===== config.mk =====
export PLATFORM = sky130hd
export DESIGN_NAME = pipe_mem_arbiter
export DESIGN_NICKNAME = d
export VERILOG_FILES = /design/src/rtl/pipe_mem_arbiter.sv
export SDC_FILE = /design/constraint.sdc
export NUM_CORES = 1
export LEC_CHECK = 0
export CORE_MARGIN = 3
export CORE_UTILIZATION = 25
export DETAILED_ROUTE_END_ITERATION = 6
export PLACE_DENSITY = 0.65
export SLEW_MARGIN = 0
export SYNTH_ARGS = -nofsm -noshare
export SYNTH_HDL_FRONTEND = slang
export SYNTH_SLANG_ARGS = --single-unit

===== constraint.sdc =====
create_clock -name clk -period 1.7 [get_ports clk]
set_input_delay 0.34 -clock clk [delete_from_list [all_inputs] [get_ports clk]]
set_output_delay 0.34 -clock clk [all_outputs]
set_load 0.03 [all_outputs]

===== src/rtl/pipe_mem_arbiter.sv =====
// ============================================================================
// Module      : pipe_mem_arbiter
// Description : Arbitrates one single-port RAM between the IF and MEM stages.
//               Data has priority. Optional macro ARB_PERF_CNT_EN adds
//               performance counters.
// Revision    : 1.0
// ============================================================================
`default_nettype none

module pipe_mem_arbiter #(
   parameter int unsigned TIMEOUT  = 255,
   parameter logic [31:0] ERR_DATA = 32'hFFFF_FFFF
) (
   input  logic        clk,
   input  logic        rst,
   input  logic        inst_ren,
   input  logic [31:0] inst_addr,
   output logic [31:0] inst_data,
   input  logic        mem_ren,
   input  logic        mem_wen,
   input  logic [31:0] mem_addr,
   input  logic [31:0] mem_dout,
   output logic [31:0] mem_din,
   output logic        inst_stall,
   output logic        data_stall,
   output logic        stall,
   output logic        ram_req,
   output logic        ram_we,
   output logic [31:0] ram_addr,
   output logic [31:0] ram_wdata,
   input  logic [31:0] ram_rdata,
   input  logic        ram_ack,
   output logic        timeout_err
`ifdef ARB_PERF_CNT_EN
   ,
   output logic [31:0] stall_cycles,
   output logic [31:0] inst_accesses,
   output logic [31:0] data_accesses
`endif
);

   typedef enum logic [1:0] {
      IDLE   = 2'd0,
      BUSY_D = 2'd1,
      BUSY_I = 2'd2
   } state_t;

   localparam logic [15:0] LAST_WAIT = 16'(TIMEOUT - 1);

   state_t      state;
   logic [15:0] wait_cnt;
   logic        inst_served;
   logic        data_served;
   logic        inst_pend;
   logic        data_pend;
   logic        done;

   assign inst_pend  = inst_ren & ~inst_served;
   assign data_pend  = (mem_ren | mem_wen) & ~data_served;
   assign inst_stall = inst_pend;
   assign data_stall = data_pend;
   assign stall      = inst_pend | data_pend;

   // An ack in the last allowed wait cycle still counts as a completion.
   assign done = (state != IDLE) && (ram_ack || (wait_cnt == LAST_WAIT));

   always_ff @(posedge clk) begin
      if (rst) begin
         state       <= IDLE;
         wait_cnt    <= '0;
         inst_served <= 1'b0;
         data_served <= 1'b0;
         ram_req     <= 1'b0;
         ram_we      <= 1'b0;
         ram_addr    <= '0;
         ram_wdata   <= '0;
         inst_data   <= '0;
         mem_din     <= '0;
         timeout_err <= 1'b0;
      end else begin
         // Pipeline advance releases both held results.
         if (!stall) begin
            inst_served <= 1'b0;
            data_served <= 1'b0;
         end
         case (state)
            IDLE: begin
               wait_cnt <= '0;
               if (data_pend) begin
                  ram_req   <= 1'b1;
                  ram_we    <= mem_wen;
                  ram_addr  <= mem_addr;
                  ram_wdata <= mem_dout;
                  state     <= BUSY_D;
               end else if (inst_pend) begin
                  ram_req  <= 1'b1;
                  ram_we   <= 1'b0;
                  ram_addr <= inst_addr;
                  state    <= BUSY_I;
               end
            end
            BUSY_D, BUSY_I: begin
               wait_cnt <= wait_cnt + 16'd1;
               if (done) begin
                  ram_req <= 1'b0;
                  ram_we  <= 1'b0;
                  state   <= IDLE;
                  if (!ram_ack) begin
                     timeout_err <= 1'b1;
                  end
                  if (state == BUSY_D) begin
                     data_served <= 1'b1;
                     if (!ram_we) begin
                        mem_din <= ram_ack ? ram_rdata : ERR_DATA;
                     end
                  end else begin
                     inst_served <= 1'b1;
                     inst_data   <= ram_ack ? ram_rdata : ERR_DATA;
                  end
               end
            end
            default: state <= IDLE;
         endcase
      end
   end

`ifdef ARB_PERF_CNT_EN
   always_ff @(posedge clk) begin
      if (rst) begin
         stall_cycles  <= '0;
         inst_accesses <= '0;
         data_accesses <= '0;
      end else begin
         if (stall) begin
            stall_cycles <= stall_cycles + 32'd1;
         end
         if (done && (state == BUSY_I)) begin
            inst_accesses <= inst_accesses + 32'd1;
         end
         if (done && (state == BUSY_D)) begin
            data_accesses <= data_accesses + 32'd1;
         end
      end
   end
`endif

endmodule

`default_nettype wire


==> results of run 1 <==
## per-layer routing
metal | share of wire | vias up
met5 | 0 | -
met4 | 0.013 | 0
met3 | 0.074 | 17
met2 | 0.47 | 222
met1 | 0.45 | 2851
li1 | - | 3022
## power breakdown
group	total [mW]	switching (mW)	internal, mW
sequential	4.54	0.336	4.21
combinational	5.87	3.44	2.43
clock	3.63	1.60	2.03
## kinds of logic after synthesis
kind of cell / Yosys count / share of synthesized area
AOI/OAI and AO/OA: 183 / 0.211
xor gates and xnor gates: 11 / 0.0161
adders and majority gates: 6 / 0.0126
buffers and inverters: 95 / 0.0608
DFF: 151 / 0.507
and+or+nand+nor: 254 / 0.193
## final cells by class
type | instances | area, um2 | share of cell area
Timing Repair Buffer | 340 | 3310 | 0.318
Sequential cell | 151 | 3030 | 0.291
Multi-Input combinational cell | 454 | 2960 | 0.284
Clock buffer | 19 | 433 | 0.0416
Tap cell | 313 | 392 | 0.0376
Inverter | 43 | 170 | 0.0163
Clock inverter | 13 | 121 | 0.0116
## state kept, by name, summed over array words and instances (netlist names)
register and flops:
data_served 1, inst_data 32, inst_served 1, mem_din 32, ram_addr 32, ram_req 1
ram_wdata 32, ram_we 1, state 2, timeout_err 1, wait_cnt 16
## critical path, cell delays in order, from the launching register on
cell      delay (ns)
dfxtp_4         0.38
inv_4           0.04
ha_4            0.16
nor4b_4         0.25
nand4_1         0.23
a211oi_4        0.33
buf_12          0.24
o21a_1          0.14
## placed cells by master (no fill, tap or decap), drive strengths merged, types with 2 or more instances in the layout
cell,n
a211oi,2
a21oi,71
a221oi,32
a311oi,32
and2,2
and4,2
buf,71
clkbuf,25
clkdlybuf4s50,130
clkinv,3
clkinvlp,6
dfxtp,151
dlygate4sd2,133
ha,6
inv,46
nand2,135
nand3,6
nand4,5
nor2,48
nor2b,34
nor3,5
nor4,3
o21a,34
o21ai,9
or3,3
xnor2,5
xor2,6
## how the worst max path moves through the flow
stage | from | end | slack [ns] | depth (start not counted)
after global placement | ram_ack | inst_data[10] | -0.35 | 6
final | state[0] | inst_data[30] | -0.15 | 7
after global routing | state[0] | inst_data[19] | -0.22 | 7
after floorplan | state[0] | wait_cnt[13] | -0.09 | 5
after detailed placement | ram_ack | inst_data[31] | -0.33 | 6
after CTS | state[0] | inst_data[31] | -0.14 | 7
## what timing repair did
item | in CTS | in global routing
resized for setup | 167 | 44
hold endpoints to repair | 0 | 0
pin swaps | 21 | 41
buffers inserted | 5 | 14
endpoints found under the setup margin | 205 | 109
cloned | 2 | 5
==> results.cfg, run 1 <==
[global_route]
antenna_found_initial = 0
grt_start_max_net_pins = 94
grtUsageMet3 = 0.0511
grt.busiest_layer = met2
use_met1 = 0.191
grt_pass1_wl_mm = 31.7
grt_pass1_vias = 5835
track_usage = 0.153
grt_overflow_total = 0
use_met2 = 0.251

[logic_synthesis]
ys.flop_type = dfxtp_1
syn_inst = 700
yosys_warnings = 0
synth_top_cell_area_share = 0.507
yosysTopAreaCell = dfxtp_1
synthTopCellsByCount = dfxtp_1, nand2_1, a21oi_1
synth-edff-count = 0
synth_most_common_cell = dfxtp_1
synth_area_leaders = dfxtp_1, nand2_1, a21oi_1
async_flop_share = 0
syn-cell-area_mm2 = 0.00597
yosysUniqueCellTypes = 40
syn-num-nets = 840
synth.avg_cell_area_um2 = 8.52
synth_seq_cells = 151
ys_seq_area_frac = 0.507

[cells_and_area]
n_antenna_cell = 0
final_area_mm2 = 0.0104
instances_no_fill = 1333
layout-drive-gt1-share = 0.171
fillCellCount = 2346
final_core_util = 0.452
area_growth_pct = 74.6
fin_nets = 1147

[setup_path]
crit_path_end_kind = register
worstPathArrival_ns = 2.21
worstSetupStartpointType = register
worstReg2RegEnd = inst_data[30]
r2r-start = state[0]
worst_ep_required_time_ns = 2.06
cp_max_fo = 32
r2r_cells = 7
critPathKind = reg -> reg
r2r_setup_slack_ns = -0.15

[timing]
rsz0062_at_grt = yes
tns_ns = -7.29
holdWs_ns = 0.179
drv_slew = 0
final.setup_skew_ns = 0.0102
setup_violations = 69
period_needed_ns = 1.85
timing.slew.headroom = 0.671
max_freq_mhz = 539
worst_slew_pin_slew_ns = 0.493
fin_ws_ns = -0.154
hold_viol = 0
min_period_over_period = 1.09

[flow_run]
drv_cap = 0

[clocking]
clock_latency_ns = 0.42
clkSinkCount = 151
cts_hold_buf = 0
cts_tree = done
cts-buffers-inserted = 17
htree_num_levels = 4
cts_max_path_buffers = 2
cts_root_buf = clkbuf_16
clk_pin_slew_ns = 0.07

[floorplanning]
initial_core_util = 0.259
die_x_um = 160
die_area_mm2 = 0.0258
core_area_mm2 = 0.0231
ioPinCount = 268
rows = 55
chipHeight_um = 160

[routing]
viasPerCell = 4.59
drt_iter0_drc = 270
vias = 6112
postRouteWirelength_mm = 21.0
drtPass1Iterations = 5
antenna_left = 0
drc = 0
wire_per_inst_um = 15.8

[pwr]
power_mw = 14.0
p_leak_nw = 4.39
peakVddDrop_uv = 608
p_per_area_mw_per_mm2 = 1350

[run_status]
violations = negative setup slack
status = finished, violations left

[placed_design]
place_congestion = 0.781
dp.cells = 1277
hpwl_mm = 13.9
dpl-instance-area_mm2 = 0.00938
io_buffers = 267
place_ws_ns = -0.327

[min_path]
hold_path_depth = 2
whs_endpoint = ram_req
hold_class = in -> reg
hp-start = rst
Note: power is estimated with default switching activity, not from simulation.
==> inputs of run 2 (changes only) <==
Settings changed: CORE_UTILIZATION 25 to 38, PLACE_DENSITY 0.65 to 0.87, REMOVE_ABC_BUFFERS set to 1.
==> results.cfg, run 2 (synthesis results as in run 1) <==
[placed_design]
hpwl_mm = 12.5
place_ws_ns = -0.519
dpl-instance-area_mm2 = 0.00917
place_congestion = 0.768
io_buffers = 267

[setup_path]
crit_path_end_kind = register
cp_max_fo = 5
worstReg2RegEnd = wait_cnt[15]
worst_ep_required_time_ns = 2.06
worstPathArrival_ns = 2.27
critPathKind = reg -> reg
worstSetupStartpointType = register
crit_start = state[0]
cp-endpoint = wait_cnt[15]
r2r-start = state[0]
r2r_setup_slack_ns = -0.21
r2r_cells = 6

[floorplanning]
initial_core_util = 0.391
rows = 45
die_x_um = 131
core_area_mm2 = 0.0153
ioPinCount = 268
die_area_mm2 = 0.0172
chipHeight_um = 131

[timing]
setup_violations = 69
min_period_over_period = 1.13
hold_viol = 0
period_needed_ns = 1.91
max_freq_mhz = 522
fin_ws_ns = -0.214
worst_slew_pin_slew_ns = 0.379
rsz0062_at_grt = yes
drv_slew = 0
final.setup_skew_ns = 0.0145
timing.slew.headroom = 0.746
holdWs_ns = 0.298

[routing]
viasPerCell = 5.17
postRouteWirelength_mm = 21.2
wire_per_inst_um = 17.1
met2_length_mm = 10.5
antenna_left = 0
drc = 0
drt_iter0_drc = 281
top_layer_used = met4
wl_met3_mm = 1.58
vias = 6425
drt-met1-wl_mm = 8.45
drtPass1Iterations = 5

[run_status]
violations = negative setup slack
status = finished, violations left

[global_route]
track_usage = 0.227
grt_start_max_net_pins = 69
grt_pass1_wl_mm = 31.7
grt_pass1_vias = 6266
antenna_found_initial = 1
grt_overflow_total = 0

[clocking]
clk_pin_slew_ns = 0.06
cts_tree = done
cts_root_buf = clkbuf_16
cts_max_path_buffers = 2
cts-buffers-inserted = 17
clkSinkCount = 151
clock_latency_ns = 0.42
cts_hold_buf = 0
htree_num_levels = 4

[cells_and_area]
layout_common_cells = dfxtp_1, nand2_1, dlygate4sd2_1, clkdlybuf4s50_1, a21oi_1
final_area_mm2 = 0.0107
fin_nets = 1157
multi_input_area_mm2 = 0.00306
fillCellCount = 1131
final_core_util = 0.700
area_growth_pct = 79.0
layout_commonest_cell = dfxtp_1
seqCellArea_mm2 = 0.00303
layout-drive-gt1-share = 0.191

[pwr]
p_leak_nw = 4.59
p_per_area_mw_per_mm2 = 1360
power_mw = 14.5
peakVddDrop_uv = 725

[flow_run]
drv_cap = 0

[min_path]
hold_class = in -> reg
==> run 2: power breakdown <==
part           internal [mW]  switching [mW]  total [mW]
clock network           2.20            1.58        3.78
logic                   2.66            3.55        6.21
registers               4.21           0.335        4.54
==> run 2: layout make-up <==
| cell class | instances | area share |
|---|---|---|
| clock inverters | 14 | 0.0153 |
| well taps | 211 | 0.0247 |
| clock buffers | 18 | 0.0402 |
| flip-flops and latches | 151 | 0.284 |
| multi-input cells | 454 | 0.286 |
| diodes | 1 | 0.000234 |
| inverters | 43 | 0.0153 |
| repair buffers | 350 | 0.334 |
==> run 2: stage by stage <==
step,TNS [ns],instances
after floorplan,-224.60,648
after global placement,-40.23,1170
after detailed placement,-46.81,1170
after CTS,-11.38,1223
after global routing,-14.53,1242
final,-8.24,1242
==> run 2: routing by layer <==
| layer | up-vias | global-route usage |
|---|---|---|
| li1 | 3053 | - |
| met1 | 3046 | 0.255 |
| met2 | 285 | 0.392 |
| met3 | 41 | 0.0689 |
| met4 | 0 | 0.109 |
| met5 | - | 0 |
==> run 2: how the worst min path moves through the flow <==
stage,startpoint,to,cells after the start
after detailed placement,ram_wdata[14],ram_wdata[14],2
after global placement,ram_wdata[12],ram_wdata[12],2
after global routing,rst,state[1],3
after floorplan,rst,ram_wdata[0],1
after CTS,rst,ram_we,4
final,rst,ram_we,4
==> run 2: what timing repair did <==
action / CTS / global route
endpoints found under the hold margin: 0 / 0
buffers inserted: 14 / 21
setup endpoints to repair: 214 / 146
cloned: 8 / 6
gates resized for setup: 219 / 55
pin swaps: 28 / 45
==> run 2: worst max-delay path, stage by stage, from the launching register on <==
cell	delay (ns)
dfxtp_4	0.36
buf_6	0.12
ha_4	0.15
and4b_2	0.28
or4b_4	0.50
or3_4	0.35
a21oi_2	0.11
==> inputs of run 3 (changes only) <==
Settings changed: CELL_PAD_IN_SITES_DETAIL_PLACEMENT set to 1, CELL_PAD_IN_SITES_GLOBAL_PLACEMENT set to 1, CORE_UTILIZATION 38 to 27.
==> results.cfg, run 3 (synthesis results as in run 1) <==
[run_status]
status = finished, violations left
violations = negative setup slack

[timing]
fin_ws_ns = -0.236
final.setup_skew_ns = 0.0125
drv_slew = 0
holdWs_ns = 0.300
setup_violations = 73
max_freq_mhz = 516
min_period_over_period = 1.14
worst_slew_pin_slew_ns = 0.416
tns_ns = -8.08
period_needed_ns = 1.94
rsz0062_at_grt = yes
hold_viol = 0
timing.slew.headroom = 0.722

[clocking]
clk_pin_slew_ns = 0.07
cts_tree = done
htree_num_levels = 4
clock_latency_ns = 0.43
cts_max_path_buffers = 2
cts_root_buf = clkbuf_16
cts-buffers-inserted = 17
clkSinkCount = 151

[floorplanning]
core_area_mm2 = 0.0214
die_area_mm2 = 0.0239
ioPinCount = 268
chipHeight_um = 155
die_x_um = 155
initial_core_util = 0.279
rows = 53

[routing]
drc = 0
drt_iter0_drc = 243
viasPerCell = 4.86
wire_per_inst_um = 18.0
postRouteWirelength_mm = 23.3
vias = 6279
drtPass1Iterations = 4
antenna_left = 0

[setup_path]
cp_max_fo = 3
worstSetupStartpointType = register
worst_ep_required_time_ns = 2.05
critPathKind = reg -> reg
crit_path_end_kind = register
worstPathArrival_ns = 2.29

[placed_design]
hpwl_mm = 15.4
place_congestion = 0.758
io_buffers = 267

[cells_and_area]
layout-drive-gt1-share = 0.137
fillCellCount = 2463
area_growth_pct = 70.8
fin_nets = 1143
layout_commonest_cell = dfxtp_1
n_antenna_cell = 0
final_core_util = 0.477
layout_common_cells = dfxtp_1, nand2_1, dlygate4sd2_1, clkdlybuf4s50_1, a21oi_1

[global_route]
track_usage = 0.188
grt_overflow_total = 0
grt_pass1_vias = 6613
grt_pass1_wl_mm = 36.1
grt_start_max_net_pins = 80
antenna_found_initial = 0

[pwr]
p_leak_nw = 4.44
peakVddDrop_uv = 623
power_mw = 14.1
p_per_area_mw_per_mm2 = 1390

[min_path]
hold_class = in -> reg

[flow_run]
drv_cap = 0
## run 3: worst paths after layout
kind | startpoint | end | slack, ns | cells after the start
hold reg to reg | inst_data[31] | inst_data[31] | 0.45 | 1
setup / recovery | state[0] | wait_cnt[13] | -0.24 | 6
hold / removal | rst | state[0] | 0.30 | 3
setup reg to reg | state[0] | wait_cnt[13] | -0.24 | 6
## run 3: area by class of cell
type,instances,area [um2],share of cell area
Clock buffer,18,429,0.0421
Clock inverter,14,156,0.0153
Inverter,43,163,0.0160
Multi-Input combinational cell,454,2760,0.271
Sequential cell,151,3030,0.297
Tap cell,275,344,0.0338
Timing Repair Buffer,336,3310,0.325
## run 3: stage by stage
stage | std cells | cell area [um2] | setup WS (ns)
2_1_floorplan | 648 | 5770 | -2.50
3_3_place_gp | 1240 | 9320 | -0.514
3_5_place_dp | 1240 | 9320 | -0.518
4_1_cts | 1289 | 10100 | -0.233
5_1_grt | 1291 | 10200 | -0.347
6_report | 1291 | 10200 | -0.236
## run 3: metal layers
layer / routed length (um) / vias to the layer above / track usage / part of all wire
met2: 11500 / 207 / 0.332 / 0.50
met3: 1510 / 20 / 0.0518 / 0.065
met4: 312 / 0 / 0.0496 / 0.013
met1: 9930 / 3039 / 0.225 / 0.43
met5: 0 / - / 0 / 0
li1: - / 3013 / - / -
## run 3: report_power, final
| group | switching, mW | internal [mW] | total (mW) |
|---|---|---|---|
| registers | 0.319 | 4.20 | 4.52 |
| clock network | 1.73 | 2.09 | 3.81 |
| logic | 3.47 | 2.32 | 5.79 |
## run 3: what timing repair did
action,4_1_cts,5_1_grt
resized for setup,175,22
setup buffers,13,3
pin swaps,10,22
setup endpoints to repair,276,141
cloned,5,3
hold buffers,0,0
## run 3: critical path: stages (launching register included)
cell     delay (ns)
dfxtp_2        0.33
buf_4          0.15
ha_4           0.16
and4b_2        0.29
or4b_4         0.50
or3_1          0.32
a21oi_1        0.12
